[config.mk]
export PLATFORM = sky130hd
export DESIGN_NAME = rf_sequencer_flat
export DESIGN_NICKNAME = d
export VERILOG_FILES = /design/src/rtl/rf_sequencer_if.sv /design/src/rtl/rf_sequencer.sv /design/src/flat_wrapper.sv
export SDC_FILE = /design/constraint.sdc
export NUM_CORES = 1
export LEC_CHECK = 0
export CAP_MARGIN = 15
export CORE_AREA = 2 2 226 172
export CTS_CLUSTER_DIAMETER = 30
export DETAILED_ROUTE_END_ITERATION = 12
export DIE_AREA = 0 0 228 174
export MAX_ROUTING_LAYER = met4
export PLACE_DENSITY_LB_ADDON = 0.08
export SLEW_MARGIN = 15
export SYNTH_ARGS = -nofsm -noshare
export SYNTH_HDL_FRONTEND = slang
export SYNTH_SLANG_ARGS = --single-unit
export TNS_END_PERCENT = 5
[constraint.sdc]
create_clock -name clk -period 8 [get_ports clk]
set_input_delay 0.8 -clock clk [delete_from_list [all_inputs] [get_ports clk]]
set_output_delay 0.8 -clock clk [all_outputs]
set_load 0.01 [all_outputs]
[src/rtl/rf_sequencer_if.sv]
// Register bank access bus: two combinational read ports and one write port.
// The sequencer is the master; the bank is the slave.
interface rf_sequencer_if #(
    parameter int ADDR_W = 5,
    parameter int DATA_W = 32
);
    logic [ADDR_W-1:0] rf_raddr1;
    logic [ADDR_W-1:0] rf_raddr2;
    logic [DATA_W-1:0] rf_rdata1;
    logic [DATA_W-1:0] rf_rdata2;
    logic              rf_we;
    logic [ADDR_W-1:0] rf_waddr;
    logic [DATA_W-1:0] rf_wdata;

    modport master (
        output rf_raddr1, rf_raddr2, rf_we, rf_waddr, rf_wdata,
        input  rf_rdata1, rf_rdata2
    );

    modport slave (
        input  rf_raddr1, rf_raddr2, rf_we, rf_waddr, rf_wdata,
        output rf_rdata1, rf_rdata2
    );
endinterface

[src/rtl/rf_sequencer.sv]
// Four-state (IDLE/READ/EXEC/WB) sequencer: fetches operands from the register
// bank, executes a small MIPS integer subset and writes the result back.
module rf_sequencer #(
    parameter int ADDR_W = 5,
    parameter int DATA_W = 32
) (
    input  logic              clk,
    input  logic              reset,
    input  logic              instr_valid,
    output logic              instr_ready,
    input  logic [31:0]       instr,
    rf_sequencer_if.master    rf,
    output logic              done,
    output logic              illegal,
    output logic [DATA_W-1:0] result
);

    typedef enum logic [1:0] {IDLE, READ, EXEC, WB} state_t;

    state_t            state_q;
    logic [5:0]        op_q;
    logic [20:0]       lo_q;
    logic [DATA_W-1:0] a_q, b_q, result_q, wdata_q;
    logic [ADDR_W-1:0] raddr1_q, raddr2_q, waddr_q;
    logic              ready_q, we_q, done_q, illegal_q;

    logic [4:0]        rt, rd, shamt;
    logic [5:0]        funct;
    logic [15:0]       imm;
    logic              alu_legal;
    logic [DATA_W-1:0] alu_d;
    logic [ADDR_W-1:0] dest_d;

    // rs is only needed for the read address, so it is not kept in lo_q
    assign rt    = lo_q[20:16];
    assign rd    = lo_q[15:11];
    assign shamt = lo_q[10:6];
    assign funct = lo_q[5:0];
    assign imm   = lo_q[15:0];

    always_comb begin
        alu_legal = 1'b1;
        alu_d     = '0;
        dest_d    = ADDR_W'(rd);
        if (op_q == 6'h00) begin
            case (funct)
                6'h20:   alu_d = a_q + b_q;
                6'h22:   alu_d = a_q - b_q;
                6'h24:   alu_d = a_q & b_q;
                6'h25:   alu_d = a_q | b_q;
                6'h2A:   alu_d = {{(DATA_W-1){1'b0}}, $signed(a_q) < $signed(b_q)};
                6'h00:   alu_d = b_q << shamt;
                default: alu_legal = 1'b0;
            endcase
        end else begin
            dest_d = ADDR_W'(rt);
            case (op_q)
                6'h08:   alu_d = a_q + {{(DATA_W-16){imm[15]}}, imm};
                6'h0C:   alu_d = a_q & {{(DATA_W-16){1'b0}}, imm};
                6'h0D:   alu_d = a_q | {{(DATA_W-16){1'b0}}, imm};
                default: alu_legal = 1'b0;
            endcase
        end
    end

    always_ff @(posedge clk) begin
        if (reset) begin
            state_q   <= IDLE;
            op_q      <= '0;
            lo_q      <= '0;
            a_q       <= '0;
            b_q       <= '0;
            result_q  <= '0;
            wdata_q   <= '0;
            raddr1_q  <= '0;
            raddr2_q  <= '0;
            waddr_q   <= '0;
            ready_q   <= 1'b1;
            we_q      <= 1'b0;
            done_q    <= 1'b0;
            illegal_q <= 1'b0;
        end else begin
            case (state_q)
                IDLE: begin
                    if (instr_valid && ready_q) begin
                        op_q     <= instr[31:26];
                        lo_q     <= instr[20:0];
                        raddr1_q <= ADDR_W'(instr[25:21]);
                        raddr2_q <= ADDR_W'(instr[20:16]);
                        ready_q  <= 1'b0;
                        state_q  <= READ;
                    end
                end
                READ: begin
                    a_q     <= rf.rf_rdata1;
                    b_q     <= rf.rf_rdata2;
                    state_q <= EXEC;
                end
                EXEC: begin
                    if (alu_legal) begin
                        result_q <= alu_d;
                    end
                    wdata_q   <= alu_legal ? alu_d : result_q;
                    waddr_q   <= dest_d;
                    we_q      <= alu_legal && (dest_d != '0);
                    done_q    <= 1'b1;
                    illegal_q <= !alu_legal;
                    state_q   <= WB;
                end
                WB: begin
                    wdata_q   <= '0;
                    waddr_q   <= '0;
                    raddr1_q  <= '0;
                    raddr2_q  <= '0;
                    we_q      <= 1'b0;
                    done_q    <= 1'b0;
                    illegal_q <= 1'b0;
                    ready_q   <= 1'b1;
                    state_q   <= IDLE;
                end
                default: state_q <= IDLE;
            endcase
        end
    end

    // An instruction caught in WB by reset must neither write nor retire
    assign rf.rf_we     = we_q && !reset;
    assign done         = done_q && !reset;
    assign illegal      = illegal_q && !reset;
    assign rf.rf_raddr1 = raddr1_q;
    assign rf.rf_raddr2 = raddr2_q;
    assign rf.rf_waddr  = waddr_q;
    assign rf.rf_wdata  = wdata_q;
    assign instr_ready  = ready_q;
    assign result       = result_q;

endmodule

[src/flat_wrapper.sv]
// flat-port wrapper written by rule: the top's interface ports become plain ports
module rf_sequencer_flat 
#(
    parameter int ADDR_W = 5,
    parameter int DATA_W = 32
)
  (clk, reset, instr_valid, instr_ready, instr, done, illegal, result, rf_rf_raddr1, rf_rf_raddr2, rf_rf_we, rf_rf_waddr, rf_rf_wdata, rf_rf_rdata1, rf_rf_rdata2);
  rf_sequencer_if #(.ADDR_W(ADDR_W), .DATA_W(DATA_W)) rf_i ();
  input  logic clk;
  input  logic reset;
  input  logic instr_valid;
  output logic instr_ready;
  input  logic [31:0] instr;
  output logic done;
  output logic illegal;
  output logic [DATA_W-1:0] result;
  output wire logic [$bits(rf_i.rf_raddr1)-1:0] rf_rf_raddr1;
  output wire logic [$bits(rf_i.rf_raddr2)-1:0] rf_rf_raddr2;
  output wire logic [$bits(rf_i.rf_we)-1:0] rf_rf_we;
  output wire logic [$bits(rf_i.rf_waddr)-1:0] rf_rf_waddr;
  output wire logic [$bits(rf_i.rf_wdata)-1:0] rf_rf_wdata;
  input wire logic [$bits(rf_i.rf_rdata1)-1:0] rf_rf_rdata1;
  input wire logic [$bits(rf_i.rf_rdata2)-1:0] rf_rf_rdata2;
  assign rf_rf_raddr1 = rf_i.rf_raddr1;
  assign rf_rf_raddr2 = rf_i.rf_raddr2;
  assign rf_rf_we = rf_i.rf_we;
  assign rf_rf_waddr = rf_i.rf_waddr;
  assign rf_rf_wdata = rf_i.rf_wdata;
  assign rf_i.rf_rdata1 = rf_rf_rdata1;
  assign rf_i.rf_rdata2 = rf_rf_rdata2;
  rf_sequencer #(.ADDR_W(ADDR_W), .DATA_W(DATA_W)) u_core (.clk(clk), .reset(reset), .instr_valid(instr_valid), .instr_ready(instr_ready), .instr(instr), .rf(rf_i), .done(done), .illegal(illegal), .result(result));
endmodule
==> flow_summary.toml, run 1 <==
[clock_tree]
tritoncts = "built"
clk_pin_slew_ps = 80
cts_buffer_depth = 2
postCtsSetupRepairBufs = 0
cts_resized = 0
clk_latency_ps = 490
cts_made_buffers = 17
cts_num_sinks = 176
cts_root_buf = "clkbuf_16"
cts_hold_buf = 0
htreeDepth = 4

[global_route]
grt_max_degree = 85
grt_use_total_pct = 39.5
grt-ovfl-total = 0
antenna_found_initial = 1
grt_pass1_vias = 16800
grt_pass1_wl_um = 114000

[timing]
setup_viol = 0
drv_slew = 0
hold_violations = 0
fin_skew_ps = 24.5
tns_ps = 0
timing.slew.headroom_pct = 27.1
min_period_over_period_pct = 57.2
fmax_ghz = 0.218
rsz0062_at_grt = "false"
worst_slew_pin_slew_ps = 1090
fin_crit_ps = 4580

[synthesis]
ys_dominant_reg_cell = "dfxtp_1"
synthTopCellsByArea = "dfxtp_1 (21%), ha_1 (12%), mux2i_1 (6.3%)"
ys_seq_area_share_pct = 21.2
yosys_warnings = 0
synth_edf_count = 0
synth_nets = 2423
synth_area_um2 = 16700
synth_area_leader_cell = "dfxtp_1"
synthDominantCellAreaShare_pct = 21.2
syn_inst = 2157
yosys_register_bits = 176
synthDistinctLibCells = 94
synthArstFlopShare_pct = 0
avgSynthCellArea_um2 = 7.72

[finish]
mostFrequentLayoutCells = "nor2_1 (254), nand2_1 (213), a21oi_1 (186)"
drive_above_1_share_pct = 7.62
mostFrequentLayoutCell = "nor2_1"
areaGrowthSynthToFinish_pct = 16.8
fillers = 3740
regArea_um2 = 3530
multi_input_area_um2 = 12100
final_cells = 2782
fin_nets = 2522

[power_and_ir_drop]
vdd_ir_drop_max_mv = 0.308
finalPower_w = 0.00708
p_per_area_nw_per_um2 = 364
p_leak_nw = 7.52

[setup_path]
crit_chain = "buf_4, inv_1, ha_1, o21ai_0, a21oi_1, nand3_1, a211oi_1, nor4_1, mux2i_1, a211o_1, a211oi_1, nor3_1"
path_max_fanout = 41
crit_buf_inv = 2
path_delay_family = "compound AO/OA/AOI/OAI gates"
slowest_delay_ps = 700
start_kind = "flip-flop"
crit_top_cell = "a211oi_1"
worstSetupPathType = "reg -> reg"
cp.arrival_ps = 4910
critPathSlowestCell = "a211oi_1"
critPathCaptureType = "flip-flop"
required_ps = 8330

[detailed_routing]
num_vias = 18300
vias_per_cell = 6.56
initialDrtViolationCount = 2700
drc = 0
totalWireLength_um = 78000
wire_per_inst_um = 28.0
drt-pass1-iter-count = 6
ant_nets = 0

[placed_design]
port_buffers = 181
gp_congestion = 1.02
dp_cells = 2749
dp_hpwl_um = 60400

[die]
design.portCount = 182
die-area_um2 = 39700
die_h_um = 174
die_w_um = 228
rows = 62
core_um2 = 37700
start_util_pct = 44.2

[outcome]
outcome = "finished, final reports clean"

[min_path]
hold_class = "reg -> reg"

[job]
drv_cap = 0
report_power, final:
group / internal, W / total [W] / switching [W]
Combinational: 0.00168 / 0.00467 / 0.00299
Clock: 0.000447 / 0.000881 / 0.000434
Sequential: 0.00114 / 0.00153 / 0.000389
Total: 0.00327 / 0.00708 / 0.00382
layout make-up:
class | instances | area share, %
clock buffers | 18 | 2.21
clock inverters | 14 | 0.849
well taps | 512 | 3.29
inverters | 120 | 2.31
flip-flops and latches | 176 | 18.1
multi-input cells | 1719 | 62.3
repair buffers | 222 | 10.9
diodes | 1 | 0.0129
metal layers:
| metal | vias up | GRT usage [%] | wire [µm] | part of all wire, % |
|---|---|---|---|---|
| met2 | 1118 | 54.8 | 31600 | 41 |
| met3 | 147 | 8.42 | 8600 | 11 |
| li1 | 8120 | - | - | - |
| met5 | - | - | 0 | 0 |
| met4 | 0 | 14.2 | 2830 | 3.6 |
| met1 | 8865 | 55.9 | 34900 | 45 |
stage by stage:
step | hold slack, ps | utilization [%] | setup slack (ps) | area, µm²
after floorplan | 432 | - | 4560 | 16700
after global placement | 444 | 50.0 | 3640 | 18900
after detailed placement | 451 | 50.0 | 3610 | 18900
after CTS | 469 | 51.6 | 3560 | 19500
after global routing | 492 | 51.6 | 3310 | 19500
final | 478 | 51.6 | 3420 | 19500
worst register-to-register path, delay by kind of cell, from the launching register on:
family,cells,cell delay [ps]
compound gates,5,1920
buf+inv,2,1030
fa+ha+maj,1,560
simple gates,3,440
flops,1,310
mux,1,170
cell usage after synthesis (29+ instances only):
cell type / number
a211oi_1: 38
nor3_1: 53
ha_1: 164
inv_1: 118
clkbuf_1: 85
nand3_1: 29
buf_2: 31
nand2_1: 213
nor2_1: 256
mux4_2: 31
a21oi_1: 187
a21o_1: 30
o21ai_0: 146
dfxtp_1: 176
mux2i_1: 105
a221oi_1: 35
cell families after synthesis:
logic type	after synthesis	synth area share [%]
xor+xnor	43	2.26
compound gates	690	28.3
fa+ha+maj	167	12.7
buf+inv	262	6.27
mux	147	11.2
simple gates	672	18.1
flops	176	21.2
state kept, by name, summed over array words and instances (netlist names), 2 cells and up:
register	cells
u_core.lo_q	21
u_core.rf.rf_waddr	5
u_core.b_q	32
u_core.a_q	32
u_core.rf.rf_raddr2	5
u_core.result	32
u_core.op_q	6
u_core.state_q	2
u_core.rf.rf_raddr1	5
u_core.rf.rf_wdata	32
path summary, 6_finish.rpt:
path	from	depth (start not counted)	slack (ps)	end
max	u_core.lo_q[8]	12	3420	u_core.result[24]
min	u_core.done_q	2	480	u_core.done_q
max reg2reg	u_core.lo_q[8]	12	3420	u_core.result[24]
min reg2reg	u_core.done_q	2	480	u_core.done_q
Note: power is estimated with default switching activity, not from simulation.
==> run 2: changes to the inputs <==
==> constraint.sdc (replaced) <==
create_clock -name clk -period 4.37 [get_ports clk]
set_input_delay 0.437 -clock clk [delete_from_list [all_inputs] [get_ports clk]]
set_output_delay 0.437 -clock clk [all_outputs]
set_load 0.01 [all_outputs]
==> flow_summary.toml, run 2 (synthesis gave the netlist of run 1 again) <==
[timing]
fmax_ghz = 0.237
timing.slew.headroom_pct = 17.8
setup_viol = 0
fin_skew_ps = 25.3
fin_crit_ps = 4220
worst_slack_ps = 147
tns_ps = 0
min_period_over_period_pct = 96.6
rsz0062_at_grt = "false"
drv_slew = 0
worst_slew_pin_slew_ps = 1230
hold_violations = 0

[detailed_routing]
totalWireLength_um = 81700
num_vias = 18700
ant_nets = 0
drt-pass1-iter-count = 5
wire_per_inst_um = 28.8
vias_per_cell = 6.60
drc = 0
initialDrtViolationCount = 2498

[outcome]
outcome = "finished, final reports clean"

[setup_path]
crit_buf_inv = 1
crit_top_cell = "a21oi_1"
required_ps = 4690
critPathCaptureType = "flip-flop"
path_delay_family = "compound AO/OA/AOI/OAI gates"
slowest_delay_ps = 720
cp.arrival_ps = 4540
path_max_fanout = 12
start_kind = "flip-flop"
critPathSlowestCell = "dfxtp_1"
r2r_slack_ps = 150
worstSetupPathType = "reg -> reg"
crit_chain = "inv_1, ha_1, nor4_2, o21ai_0, o311ai_0, a21oi_1, a221o_1, a222oi_1, o21ai_1, a21oi_1, nor3_1"

[die]
die_w_um = 228
rows = 62
die-area_um2 = 39700
design.portCount = 182
die_h_um = 174
core_um2 = 37700
start_util_pct = 44.2

[power_and_ir_drop]
internal_power_w = 0.00626
p_leak_nw = 7.82
swShare_pct = 53.5
p_per_area_nw_per_um2 = 675
vdd_ir_drop_max_mv = 0.390
clkPwrFrac_pct = 12.7
pwr-share-seq_pct = 20.1
p_comb_share_pct = 67.2
p_sw_w = 0.00721

[placed_design]
gp_congestion = 1.07
port_buffers = 181
dp_cells = 2804
post-place-ws_ps = 225
dp_hpwl_um = 64300
placed_area_um2 = 19300

[min_path]
hold_class = "reg -> reg"

[global_route]
antenna_found_initial = 2
grt_pass1_wl_um = 119000
grt_max_degree = 88
grt_pass1_vias = 17300
grt-ovfl-total = 0
grt_use_total_pct = 41.5

[finish]
fin_nets = 2577
final_cells = 2838
fillers = 3695
design_area_um2 = 19900
mostFrequentLayoutCell = "nor2_1"
utilization_pct = 52.9
drive_above_1_share_pct = 9.90
areaGrowthSynthToFinish_pct = 19.7
mostFrequentLayoutCells = "nor2_1 (254), nand2_1 (213), a21oi_1 (186)"

[clock_tree]
cts_buffer_depth = 2
clk_latency_ps = 490
cts_made_buffers = 17
clk_pin_slew_ps = 90
postCtsSetupRepairBufs = 0
tritoncts = "built"
cts_hold_buf = 0
htreeDepth = 4
cts_root_buf = "clkbuf_16"
cts_num_sinks = 176

[job]
drv_cap = 0
[run 2: cell type report]
type	count	area (µm²)	share of cell area, %
clock inverter	15	216	1.09
sequential	176	3530	17.7
timing repair buffer	277	2540	12.7
clock buffer	17	425	2.13
tap	512	641	3.21
antenna	2	5.00	0.0251
multi-input combinational	1719	12100	60.9
inverter	120	450	2.26
[run 2: layer usage]
layer  vias to the layer above  global-route usage (%)  wire length [µm]
li1                       8204                       -                 -
met1                      9092                    57.3             35200
met2                      1247                    55.5             32200
met3                       201                    13.3             10800
met4                         0                    15.9              3540
met5                         -                       -                 0
[run 2: final timing paths]
kind	to	cells past startpoint	start
setup / recovery	u_core.result[14]	11	u_core.b_q[13]
hold / removal	u_core.lo_q[18]	2	u_core.lo_q[18]
setup reg to reg	u_core.result[14]	11	u_core.b_q[13]
hold reg to reg	u_core.lo_q[18]	2	u_core.lo_q[18]
[run 2: power groups by stage]
stage	Combinational [W]	Sequential [W]	Clock (W)
after floorplan	0.00515	0.00263	0
after global placement	0.00868	0.00269	0
after detailed placement	0.00866	0.00270	0
after CTS	0.00872	0.00267	0.00173
after global routing	0.00951	0.00274	0.00178
final	0.00906	0.00270	0.00171
[run 2: tightest hold or removal path: stages, from the launching register on]
cell,delay (ps)
dfxtp_1,320
nand2_1,60
a21oi_1,50
[run 2: through the flow]
step / hold slack [ps] / total power, W
after floorplan: 432 / 0.00778
after global placement: 445 / 0.0114
after detailed placement: 456 / 0.0114
after CTS: 455 / 0.0131
after global routing: 504 / 0.0140
final: 475 / 0.0135
[run 2: repair_timing]
item                                    in CTS  in global routing
endpoints found under the setup margin       0                  2
resized for setup                            0                  1
hold endpoints to repair                     0                  0
